File: src/rtl/cdc_pkg.sv
// Shared types and helpers for the vector handshake transmitter.
// Holds the FSM state encoding and the round-robin channel search.
package cdc_pkg;

  localparam int MAX_CHANNELS = 16;
  localparam int IDX_W        = 4;

  typedef enum logic [1:0] {
    IDLE     = 2'd0,
    REQ      = 2'd1,
    WAIT_LOW = 2'd2
  } tx_state_t;

  typedef struct packed {
    logic             found;
    logic [IDX_W-1:0] idx;
  } rr_grant_t;

  // Scans from last+1 upward (wrapping at channels); the descending loop lets
  // the nearest candidate overwrite farther ones, so no early exit is needed.
  function automatic rr_grant_t rr_arbitrate(input logic [MAX_CHANNELS-1:0] req,
                                             input logic [IDX_W-1:0]        last,
                                             input int                      channels);
    rr_grant_t        g;
    logic [IDX_W:0]   cand;
    g.found = 1'b0;
    g.idx   = '0;
    for (int i = MAX_CHANNELS; i >= 1; i--) begin
      if (i <= channels) begin
        cand = {1'b0, last} + (IDX_W+1)'(i);
        if (cand >= (IDX_W+1)'(channels)) cand = cand - (IDX_W+1)'(channels);
        if (req[cand[IDX_W-1:0]]) begin
          g.found = 1'b1;
          g.idx   = cand[IDX_W-1:0];
        end
      end
    end
    return g;
  endfunction

endpackage

File: src/rtl/cdc_vector_handshake_tx_mux_sync.sv
// Multi-flop level synchronizer for the far-domain acknowledge.
// All flops clear on reset so the synchronized level starts low.
module cdc_vector_handshake_tx_mux_sync #(
  parameter int STAGES = 2
) (
  input  logic clk,
  input  logic rst,
  input  logic d,
  output logic q
);

  logic [STAGES-1:0] sync_q;

  always_ff @(posedge clk or posedge rst) begin
    if (rst) sync_q <= '0;
    else     sync_q <= {sync_q[STAGES-2:0], d};
  end

  assign q = sync_q[STAGES-1];

endmodule

File: src/rtl/cdc_vector_handshake_tx_mux.sv
// Multiplexes several channel vectors onto one four-phase request/acknowledge
// bundle, sending a channel whenever it differs from the value last delivered.
module cdc_vector_handshake_tx_mux
  import cdc_pkg::*;
#(
  parameter  int DATA_WIDTH  = 8,
  parameter  int CHANNELS    = 4,
  parameter  bit CHANGE_ONLY = 1'b1,
  localparam int CHAN_W      = (CHANNELS > 1) ? $clog2(CHANNELS) : 1
) (
  input  logic                           clk,
  input  logic                           rst,
  input  logic [CHANNELS*DATA_WIDTH-1:0] data_in,
  input  logic                           ack_in,
  output logic                           req_out,
  output logic [CHAN_W-1:0]              chan_out,
  output logic [DATA_WIDTH-1:0]          data_out,
  output logic [CHANNELS-1:0]            pending,
  output logic                           busy,
  output logic                           done
);

  tx_state_t             state, state_nxt;
  logic                  ack_s;
  logic [DATA_WIDTH-1:0] last_sent [CHANNELS];
  logic [CHANNELS-1:0]   force_set;
  logic [CHAN_W-1:0]     rr_ptr;
  logic [1:0]            warm;
  logic                  sync_ready;
  rr_grant_t             grant;
  logic [CHAN_W-1:0]     grant_chan;
  logic [DATA_WIDTH-1:0] grant_data;
  logic                  launch, complete, finish;

  cdc_vector_handshake_tx_mux_sync #(.STAGES(2)) u_ack_sync (
    .clk (clk),
    .rst (rst),
    .d   (ack_in),
    .q   (ack_s)
  );

  // The synchronizer restarts at 0 after reset, so its output only reflects
  // ack_in once two edges have passed; launches wait for that.
  assign sync_ready = (warm == 2'd2);

  always_comb begin
    pending = '0;
    for (int k = 0; k < CHANNELS; k++) begin
      pending[k] = CHANGE_ONLY
                 ? ((data_in[k*DATA_WIDTH +: DATA_WIDTH] != last_sent[k]) || force_set[k])
                 : 1'b1;
    end
  end

  assign grant      = rr_arbitrate(MAX_CHANNELS'(pending), IDX_W'(rr_ptr), CHANNELS);
  assign grant_chan = CHAN_W'(grant.idx);
  assign grant_data = data_in[int'(grant_chan)*DATA_WIDTH +: DATA_WIDTH];
  assign busy       = (state != IDLE);

  always_comb begin
    state_nxt = state;
    launch    = 1'b0;
    complete  = 1'b0;
    finish    = 1'b0;
    unique case (state)
      IDLE: begin
        if (sync_ready && !ack_s && grant.found) begin
          state_nxt = REQ;
          launch    = 1'b1;
        end
      end
      REQ: begin
        if (ack_s) begin
          state_nxt = WAIT_LOW;
          complete  = 1'b1;
        end
      end
      WAIT_LOW: begin
        if (!ack_s) begin
          state_nxt = IDLE;
          finish    = 1'b1;
        end
      end
      default: state_nxt = IDLE;
    endcase
  end

  always_ff @(posedge clk or posedge rst) begin
    if (rst) begin
      state     <= IDLE;
      req_out   <= 1'b0;
      done      <= 1'b0;
      chan_out  <= '0;
      data_out  <= '0;
      force_set <= '1;
      rr_ptr    <= CHAN_W'(CHANNELS-1);
      warm      <= 2'd0;
      for (int k = 0; k < CHANNELS; k++) last_sent[k] <= '0;
    end else begin
      state <= state_nxt;
      done  <= finish;
      if (!sync_ready) warm <= warm + 2'd1;
      if (launch) begin
        req_out  <= 1'b1;
        chan_out <= grant_chan;
        data_out <= grant_data;
        rr_ptr   <= grant_chan;
      end
      // last_sent takes the captured value, so later input edits stay pending.
      if (complete) begin
        req_out              <= 1'b0;
        last_sent[chan_out]  <= data_out;
        force_set[chan_out]  <= 1'b0;
      end
    end
  end

endmodule

File: config.mk
export PLATFORM = sky130hd
export DESIGN_NAME = cdc_vector_handshake_tx_mux
export DESIGN_NICKNAME = d
export VERILOG_FILES = /design/src/rtl/cdc_pkg.sv /design/src/rtl/cdc_vector_handshake_tx_mux_sync.sv /design/src/rtl/cdc_vector_handshake_tx_mux.sv
export SDC_FILE = /design/constraint.sdc
export NUM_CORES = 1
export LEC_CHECK = 0
export BUFFER_PORTS_ARGS = -buffer_cell sky130_fd_sc_hd__buf_4
export CAP_MARGIN = 0
export CORE_AREA = 4 4 89 91
export DETAILED_ROUTE_END_ITERATION = 7
export DIE_AREA = 0 0 93 95
export PLACE_DENSITY = 0.61
export SLEW_MARGIN = 25
export SYNTH_ARGS = -nofsm -noshare
export SYNTH_HDL_FRONTEND = slang
export SYNTH_SLANG_ARGS = --single-unit
export TNS_END_PERCENT = 100
File: constraint.sdc
create_clock -name clk -period 6.45 [get_ports clk]
set_input_delay 0.3225 -clock clk [delete_from_list [all_inputs] [get_ports clk]]
set_output_delay 0.3225 -clock clk [all_outputs]
set_load 0.02 [all_outputs]
==> impl_metrics.tcl, run 1 <==
set metrics [dict create \
    die_x_um 93 \
    grt_pass1_wl_um 11400 \
    grt_remaining_overflow 0 \
    end_kind "flip-flop" \
    syn_avg_cell_area_sq_um 12.3 \
    crit_arrival_ps 4050 \
    min_from "ack_in" \
    status "finished, final reports clean" \
    syn_area_sq_um 3110 \
    cts.clk_slew.worst_paths_ps 90 \
    dieHeight_um 95 \
    drt_pass1_iterations 4 \
    leakagePower_nw 1.61 \
    synth_flop_cell "dfrtp_1" \
    synth_edf_count 0 \
    fin_crit_sh 0.601 \
    grt_pass1_vias 2097 \
    design.core.area_sq_um 7140 \
    wl_um 7080 \
    cts_buffers 5 \
    worstSkewPairLatency_ps 310 \
    max-cap-violations 0 \
    grt_max_degree 57 \
    worst_pin_slew_ps 973 \
    setup.worst_path.start "rr_ptr[0]" \
    fin_crit_ps 3870 \
    drc 0 \
    clock-root-buffer "clkbuf_8" \
    dieArea_sq_um 8840 \
    place.gp.congestion 0.837 \
    cts_setup_buffers 0 \
    port_buffers 51 \
    path_max_fanout 17 \
    ys_seq_elements 56 \
    yosys_warnings 0 \
    vias 2118 \
    cts-resized-gates 0 \
    holdBufCountCts 0 \
    synth.most_common_cell "dfrtp_1" \
    final_antenna_net_count 0 \
    async_flop_share 1.00 \
    cts_tree "done" \
    slew_violations 0 \
    max_freq_mhz 258 \
    core.rowCount 31 \
    area_growth_pct 17.1 \
    finalHoldViolCount 0 \
    ir_drop_mv 0.206 \
    drt_iter0_drc 118 \
    reg2reg_from "rr_ptr[0]" \
    clockBufferDepth 2 \
    rsz0062_at_grt "no" \
    io_pins 52 \
    worst_slack_ps 2580 \
    synth.area.top_cells "dfrtp_1 40%, mux2_2 13%, mux2i_1 5.8%" \
    nets 344 \
    setup_violations 0 \
    required_ps 6630 \
    place_hpwl_um 5310 \
    viasPerCell 5.23 \
    synthDistinctLibCells 53 \
    synth_fp_nets 292 \
    holdWs_ps 120 \
    layout-drive-gt1-share 0.395 \
    pre_cts_ws_ps 2560 \
    ys_seq_area_frac 0.453 \
    track_usage 0.169 \
    syn-instance-count 253 \
    antenna_found_initial 0 \
    antennaDiodeCount 0 \
    htreeDepth 2 \
    drt-wirelength-per-cell_um 17.5 \
    timing.setup.tns_ps 0 \
    ys_top_cells_by_count "50 x dfrtp_1, 35 x mux2_2, 18 x mux2i_1, 17 x xor2_1" \
    critical_path_class "reg -> reg" \
    start_util 0.436 \
    power_density_nw_per_um2 430 \
    synth_top_area_frac 0.402 \
    worst_clock_skew_ps 7.88 \
    hold_path_class "in -> reg" \
    cp-start-kind "flip-flop" \
    cts.sinks 56 \
    post-synth-top-area-cell "dfrtp_1" \
    slew_headroom 0.349 \
    n_fill_cell 686 \
]
-- state kept, by name (all words and copies together) (netlist names) --
signal,cells
rr_ptr,2
u_ack_sync.sync_q,2
force_set,4
req_out,1
data_out,8
done,1
last_sent,32
warm,2
state,2
chan_out,2
-- cell usage in the layout (no fill, tap or decap), types with 7 or more instances in the layout --
master / Yosys / final
o221ai_2: 8 / 8
mux2i_1: 18 / 18
xnor2_1: 16 / 16
xor2_1: 17 / 17
a21oi_1: 7 / 7
mux2_2: 35 / 35
dfrtp_1: 50 / 50
buf_4: 1 / 53
nor2_1: 7 / 7
nand2_1: 16 / 16
-- final cells by class --
type / instances / area, sq um / share of cell area
multi-input cells: 182 / 1580 / 0.435
flip-flops and latches: 56 / 1410 / 0.387
repair buffers: 54 / 413 / 0.113
well taps: 99 / 124 / 0.0340
clock buffers: 8 / 90.1 / 0.0247
inverters: 6 / 22.5 / 0.00619
-- final timing paths --
kind	to	slack, ps	cells after the start
min reg2reg	u_ack_sync.sync_q[1]	360	0
max	data_out[6]	2580	8
max reg2reg	data_out[6]	2580	8
min in group asynchronous	last_sent[10]	210	3
min	u_ack_sync.sync_q[0]	120	1
max in group asynchronous	data_out[6]	5770	3
-- cell families after synthesis --
| group | after synthesis | share of synthesized area |
|---|---|---|
| xor gates and xnor gates | 33 | 0.0930 |
| buffers and inverters | 15 | 0.0423 |
| AOI/OAI and AO/OA | 37 | 0.109 |
| adders and majority gates | 4 | 0.0161 |
| DFF | 56 | 0.453 |
| muxes | 54 | 0.192 |
| and+or+nand+nor | 54 | 0.0946 |
-- critical path, cell delays in order (launching register included) --
cell and delay, ps:
dfstp_2 680, clkinv_1 270, ha_1 410, or4_1 530, a22oi_1 330, nand2_1 140, o31ai_4 690, or2b_1 520
o221ai_2 170
-- metrics by stage --
stage / utilization / total power, mW / instances / area (sq um)
after detailed placement: 0.498 / 1.38 / 397 / 3550
after floorplan: - / 1.19 / 253 / 3110
after CTS: 0.510 / 1.58 / 405 / 3640
final: 0.510 / 1.57 / 405 / 3640
after global placement: 0.495 / 1.37 / 396 / 3540
after global routing: 0.510 / 1.68 / 405 / 3640
-- where the power goes --
| part | switching (mW) | internal [mW] | leakage, nW |
|---|---|---|---|
| Clock | 0.113 | 0.0881 | 0.0455 |
| Sequential | 0.134 | 0.491 | 0.691 |
| Combinational | 0.380 | 0.361 | 0.875 |
-- per-layer routing --
layer / GRT usage / share of wire / up-vias / routed length [um]
li1: - / - / 1027 / -
met1: 0.238 / 0.45 / 1032 / 3200
met2: 0.274 / 0.49 / 53 / 3460
met3: 0.0303 / 0.051 / 6 / 363
met4: 0.0366 / 0.0086 / 0 / 61
met5: 0 / 0 / - / 0
Note: power is estimated with default switching activity, not from simulation.
==> run 2: changes to the inputs <==
--- a/config.mk
+++ b/config.mk
@@ -5,12 +5,13 @@
 export SDC_FILE = /design/constraint.sdc
 export NUM_CORES = 1
 export LEC_CHECK = 0
+export ABC_AREA = 1
 export BUFFER_PORTS_ARGS = -buffer_cell sky130_fd_sc_hd__buf_4
 export CAP_MARGIN = 0
-export CORE_AREA = 4 4 89 91
+export CORE_AREA = 4 4 90 92
 export DETAILED_ROUTE_END_ITERATION = 7
-export DIE_AREA = 0 0 93 95
-export PLACE_DENSITY = 0.61
+export DIE_AREA = 0 0 94 96
+export PLACE_DENSITY = 0.64
 export SLEW_MARGIN = 25
 export SYNTH_ARGS = -nofsm -noshare
 export SYNTH_HDL_FRONTEND = slang
==> constraint.sdc (replaced) <==
create_clock -name clk -period 3.1 [get_ports clk]
set_input_delay 0.155 -clock clk [delete_from_list [all_inputs] [get_ports clk]]
set_output_delay 0.155 -clock clk [all_outputs]
set_load 0.02 [all_outputs]
==> run 2 against run 1 <==
Clock power rose by 99%. Synthesized area rose by 2.7%. Utilization rose by 1.6 points. Hold slack improved by 49 ps. Non-clock buffer count rose by 4. Worst setup slack got worse by 2000 ps. Wire length rose by 16%. Clock skew rose by 1.7 ps. Combinational power rose by 150%. Register-to-register slack got worse by 2000 ps. Critical endpoint is now data_out[4].
==> impl_metrics.tcl, run 2 <==
set metrics [dict create \
    p_sw_mw 1.68 \
    die_x_um 94 \
    ys_top_cells_by_count "151 x nand2_1, 67 x inv_1, 50 x dfrtp_1, 38 x o21ai_0, 36 x nand3_1" \
    timing.setup.tns_ps 0 \
    rsz0062_at_grt "no" \
    slew_headroom 0.643 \
    grt_pass1_vias 2810 \
    crit_arrival_ps 2750 \
    pre_cts_ws_ps 578 \
    drc 0 \
    largest_register_ffs 32 \
    drt-wirelength-per-cell_um 13.7 \
    grt_max_degree 27 \
    slew_violations 0 \
    largestRegisters "last_sent x32, data_out x8, force_set x4" \
    nets 541 \
    viasPerCell 4.74 \
    largest-register "last_sent" \
    path_max_fanout 26 \
    synth.area.top_cells "dfrtp_1 39%, nand2_1 18%, inv_1 7.9%" \
    area_growth_pct 18.8 \
    synth.most_common_cell "nand2_1" \
    clkPwrFrac 0.115 \
    fin_crit_sh 0.823 \
    final_antenna_net_count 0 \
    post-synth-top-area-cell "dfrtp_1" \
    synth_xor_area_frac 0.0302 \
    cts.sinks 56 \
    end_kind "flip-flop" \
    grt_pass1_wl_um 13700 \
    yosys_warnings 0 \
    status "finished, final reports clean" \
    synth_edf_count 0 \
    final_cell_mix "151 x nand2_1, 66 x inv_1, 56 x buf_4, 50 x dfrtp_1, 38 x o21ai_0" \
    synth_flop_cell "dfrtp_1" \
    power_frac_comb 0.523 \
    worstSkewPairLatency_ps 320 \
    max_freq_mhz 392 \
    dieHeight_um 96 \
    drt_iter0_drc 166 \
    ys_seq_area_frac 0.441 \
    place_hpwl_um 6410 \
    leakagePower_nw 1.98 \
    ys_seq_elements 56 \
    synth-simple-area-share 0.329 \
    syn_avg_cell_area_sq_um 7.21 \
    cp-start-kind "flip-flop" \
    drt_pass1_iterations 4 \
    synth_top_area_frac 0.392 \
    hold_path_class "in -> reg" \
    syn-instance-count 443 \
    cts_setup_buffers 0 \
    n_fill_cell 748 \
    muxShareOfSynthArea 0 \
    port_buffers 51 \
    place.gp.congestion 0.996 \
    fin_crit_ps 2550 \
    p_sw_frac 0.482 \
    critical_path_class "reg -> reg" \
    synth_compound_area_frac 0.0862 \
    syn_area_sq_um 3190 \
    grt_remaining_overflow 0 \
    synth_fp_nets 482 \
    synth_top_family_by_area "simple AND/OR/NAND/NOR gates" \
    worst_pin_slew_ps 532 \
    core.rowCount 31 \
    worst_clock_skew_ps 9.56 \
    async_flop_share 1.00 \
    synthDistinctLibCells 31 \
    cts.clk_slew.worst_paths_ps 100 \
    io_pins 52 \
    synthAdderAreaFrac 0.0157 \
    cts_buffers 5 \
    vias 2850 \
    worst_slack_ps 550 \
    layout-drive-gt1-share 0.191 \
    power_density_nw_per_um2 917 \
    max-cap-violations 0 \
    pwr-share-seq 0.362 \
    antenna_found_initial 0 \
    finalHoldViolCount 0 \
    clockBufferDepth 2 \
    start_util 0.443 \
    dieArea_sq_um 9020 \
    cts_tree "done" \
    intPower_mw 1.81 \
    required_ps 3300 \
    design.core.area_sq_um 7210 \
    wl_um 8220 \
    ir_drop_mv 0.454 \
    antennaDiodeCount 0 \
    layout_commonest_cell "nand2_1" \
    track_usage 0.198 \
    setup_violations 0 \
    clock-root-buffer "clkbuf_8" \
    holdWs_ps 168 \
    finalPower_mw 3.48 \
    htreeDepth 2 \
]
## run 2: area by class of cell
type | count | area [sq um] | area share
Clock buffer | 7 | 76.3 | 0.0201
Inverter | 73 | 274 | 0.0722
Multi-Input combinational cell | 308 | 1470 | 0.388
Sequential cell | 56 | 1410 | 0.371
Tap cell | 99 | 124 | 0.0326
Timing Repair Buffer | 58 | 440 | 0.116
## run 2: metal layers
layer	wire [um]	GRT usage	vias up
li1	-	-	1482
met1	3910	0.279	1304
met2	3820	0.315	57
met3	368	0.0305	7
met4	110	0.0638	0
met5	0	0	-
## run 2: repair_timing
item                                   CTS  global route
endpoints found under the hold margin   17             0
hold buffers                             2             0
gates resized for setup                  0             0
## run 2: per-stage QoR
stage / utilization / cell area [sq um] / instances
floorplan: - / 3190 / 443
global placement: 0.513 / 3700 / 592
detailed placement: 0.513 / 3700 / 592
CTS: 0.526 / 3800 / 601
global route: 0.526 / 3800 / 601
finish: 0.526 / 3800 / 601
## run 2: cell families after synthesis
| kind of cell | Yosys count |
|---|---|
| buffers and inverters | 79 |
| DFF | 56 |
| adders and majority gates | 4 |
| and+or+nand+nor | 241 |
| AOI/OAI and AO/OA | 52 |
| xor gates and xnor gates | 11 |
## run 2: worst max-delay path, stage by stage (launching register included)
cell	delay [ps]
dfstp_2	620
inv_2	130
ha_1	410
inv_1	80
nand3_1	110
clkinv_1	70
nor2_1	130
nand2_2	100
nand3_4	160
nand2_4	200
or2_1	270
nand3_1	70
nand3_1	70
## run 2: path summary, 6_finish.rpt
check                                           from                   end  slack (ps)  depth (start not counted)
worst max-delay path                       rr_ptr[0]           data_out[4]         550                         12
worst min-delay path                     data_in[18]           data_out[2]         170                          4
worst max register to register             rr_ptr[0]           data_out[4]         550                         12
worst min register to register  u_ack_sync.sync_q[0]  u_ack_sync.sync_q[1]         360                          0
max in group asynchronous                        rst          force_set[3]        2030                          4
min in group asynchronous                        rst               warm[1]         370                          3
## run 2: power by group through the flow
| stage | combinational (mW) | clock, mW | sequential [mW] |
|---|---|---|---|
| global placement | 1.80 | 0 | 1.27 |
| CTS | 1.83 | 0.400 | 1.26 |
| floorplan | 1.32 | 0 | 1.27 |
| global route | 2.09 | 0.430 | 1.30 |
| detailed placement | 1.82 | 0 | 1.27 |
| finish | 1.82 | 0.399 | 1.26 |
==> run 3: changes to the inputs <==
==> constraint.sdc (replaced) <==
create_clock -name clk -period 2.25 [get_ports clk]
set_input_delay 0.1125 -clock clk [delete_from_list [all_inputs] [get_ports clk]]
set_output_delay 0.1125 -clock clk [all_outputs]
set_load 0.02 [all_outputs]
==> run 3 against run 2 <==
Cell area up 5.2%. Highest routed layer unchanged. Non-clock buffer count up 13. Sequential power up 37%. Total power up 55%. Critical path type unchanged.
==> impl_metrics.tcl, run 3 (same netlist as run 2, synthesis figures left out) <==
set metrics [dict create \
    cts.clk_slew.worst_paths_ps 100 \
    layout-drive-gt1-share 0.234 \
    crit_family "simple AND/OR/NAND/NOR gates" \
    place.gp.congestion 0.913 \
    design.core.area_sq_um 7210 \
    intPower_mw 2.81 \
    track_usage 0.204 \
    cp_cell_sequence "inv_2, ha_4, inv_1, nand3_1, clkinv_1, nor2_1, nand2_2, nand2_2, nand2_4, buf_6, nand3_1, nand3_1, nand3_1, nand2_1" \
    cts_buffers 5 \
    cp-start-kind "flip-flop" \
    crit_path_top_delay_cell "dfstp_2" \
    viasPerCell 4.83 \
    slew_violations 0 \
    grt_remaining_overflow 0 \
    power_density_nw_per_um2 1350 \
    worstSkewPairLatency_ps 310 \
    layout_commonest_cell "nand2_1" \
    vias 2983 \
    worst_pin_slew_ps 367 \
    htreeDepth 2 \
    core.rowCount 31 \
    antennaDiodeCount 0 \
    final_antenna_net_count 0 \
    grt_pass1_vias 2863 \
    pwr-share-seq 0.319 \
    p_sw_frac 0.480 \
    path_max_fanout 7 \
    postPlaceCellArea_sq_um 3760 \
    fin_area_sq_um 3990 \
    clkPwrFrac 0.107 \
    grt_max_degree 27 \
    wl_um 8900 \
    critical_path_class "reg -> reg" \
    max_freq_mhz 463 \
    hold_path_class "in -> reg" \
    grt_pass1_wl_um 14100 \
    n_fill_cell 718 \
    slew_headroom 0.756 \
    port_buffers 51 \
    start_util 0.443 \
    p_sw_mw 2.59 \
    final_cell_mix "149 x nand2_1, 67 x buf_4, 64 x inv_1, 50 x dfrtp_1, 38 x o21ai_0" \
    drt-wirelength-per-cell_um 14.4 \
    io_pins 52 \
    drt_iter0_drc 243 \
    ir_drop_mv 0.718 \
    status "finished, final reports clean" \
    end_kind "flip-flop" \
    drc 0 \
    cts_tree "done" \
    max-cap-violations 0 \
    critPathMostFrequentCell "nand3_1" \
    largest-register "last_sent" \
    critical_path_buf_inv_count 4 \
    fin_crit_sh 0.961 \
    clockBufferDepth 2 \
    leakagePower_nw 2.07 \
    rsz0062_at_grt "yes" \
    pre_cts_ws_ps -67.3 \
    fin_crit_ps 2160 \
    clock-root-buffer "clkbuf_8" \
    power_frac_comb 0.574 \
    nets 556 \
    cts.sinks 56 \
    dieHeight_um 96 \
    setup_violations 0 \
    drt_pass1_iterations 4 \
    finalHoldViolCount 0 \
    worst_clock_skew_ps 8.47 \
    dieArea_sq_um 9020 \
    die_x_um 94 \
    area_growth_pct 25.0 \
    largestRegisters "last_sent x32, data_out x8, force_set x4" \
    largest_register_ffs 32 \
    crit_arrival_ps 2370 \
    worst_slack_ps 88.7 \
    required_ps 2460 \
    cp_slowest_stage_delay_ps 580 \
    antenna_found_initial 0 \
    place_hpwl_um 6670 \
]
## run 3: timing repair
action,in CTS,in global routing
pin swaps,0,4
hold buffers,2,0
buffers inserted,0,5
resized for setup,1,14
hold endpoints to repair,14,0
endpoints found under the setup margin,8,14
gates cloned,0,2
## run 3: per-stage QoR
step / std cells / total power [mW] / util / setup TNS, ps / hold slack (ps)
6_report: 617 / 5.40 / 0.554 / 0 / 128
5_1_grt: 617 / 5.83 / 0.554 / -116 / 147
4_1_cts: 610 / 5.03 / 0.538 / 0 / 120
3_5_place_dp: 600 / 4.40 / 0.521 / -195 / 110
3_3_place_gp: 600 / 4.35 / 0.521 / -63.4 / 117
2_1_floorplan: 443 / 3.57 / - / 0 / 144
## run 3: power by group through the flow
stage               clock (mW)  sequential (mW)  combinational, mW
CTS                      0.597             1.72               2.71
global route             0.628             1.78               3.43
detailed placement           0             1.74               2.65
global placement             0             1.73               2.61
floorplan                    0             1.75               1.81
finish                   0.578             1.72               3.10
## run 3: tightest hold or removal path: cells and delay by family
kind / cells / cell delay [ps]
buf+inv: 1 / 90
simple gates: 3 / 210
## run 3: metal layers
layer	up-vias	part of all wire	global-route usage	wire length, um
li1	1509	-	-	-
met3	7	0.044	0.0305	393
met5	-	0	0	0
met2	76	0.48	0.351	4260
met1	1391	0.47	0.276	4170
met4	0	0.0079	0.0397	70
## run 3: layout make-up
| type | instances | area (sq um) | share of cell area |
|---|---|---|---|
| multi-input combinational | 310 | 1550 | 0.388 |
| sequential | 56 | 1410 | 0.353 |
| timing repair buffer | 71 | 546 | 0.137 |
| inverter | 73 | 274 | 0.0686 |
| tap | 99 | 124 | 0.0310 |
| clock buffer | 8 | 90.1 | 0.0226 |
## run 3: final timing paths
| check | start | to | slack (ps) | cells past startpoint |
|---|---|---|---|---|
| worst min-delay path | data_in[20] | data_out[4] | 130 | 4 |
| worst max-delay path | rr_ptr[1] | data_out[1] | 90 | 14 |
| worst max register to register | rr_ptr[1] | data_out[1] | 90 | 14 |
| max in group asynchronous | rst | force_set[0] | 1240 | 4 |
| min in group asynchronous | rst | last_sent[0] | 310 | 3 |
| worst min register to register | u_ack_sync.sync_q[0] | u_ack_sync.sync_q[1] | 360 | 0 |
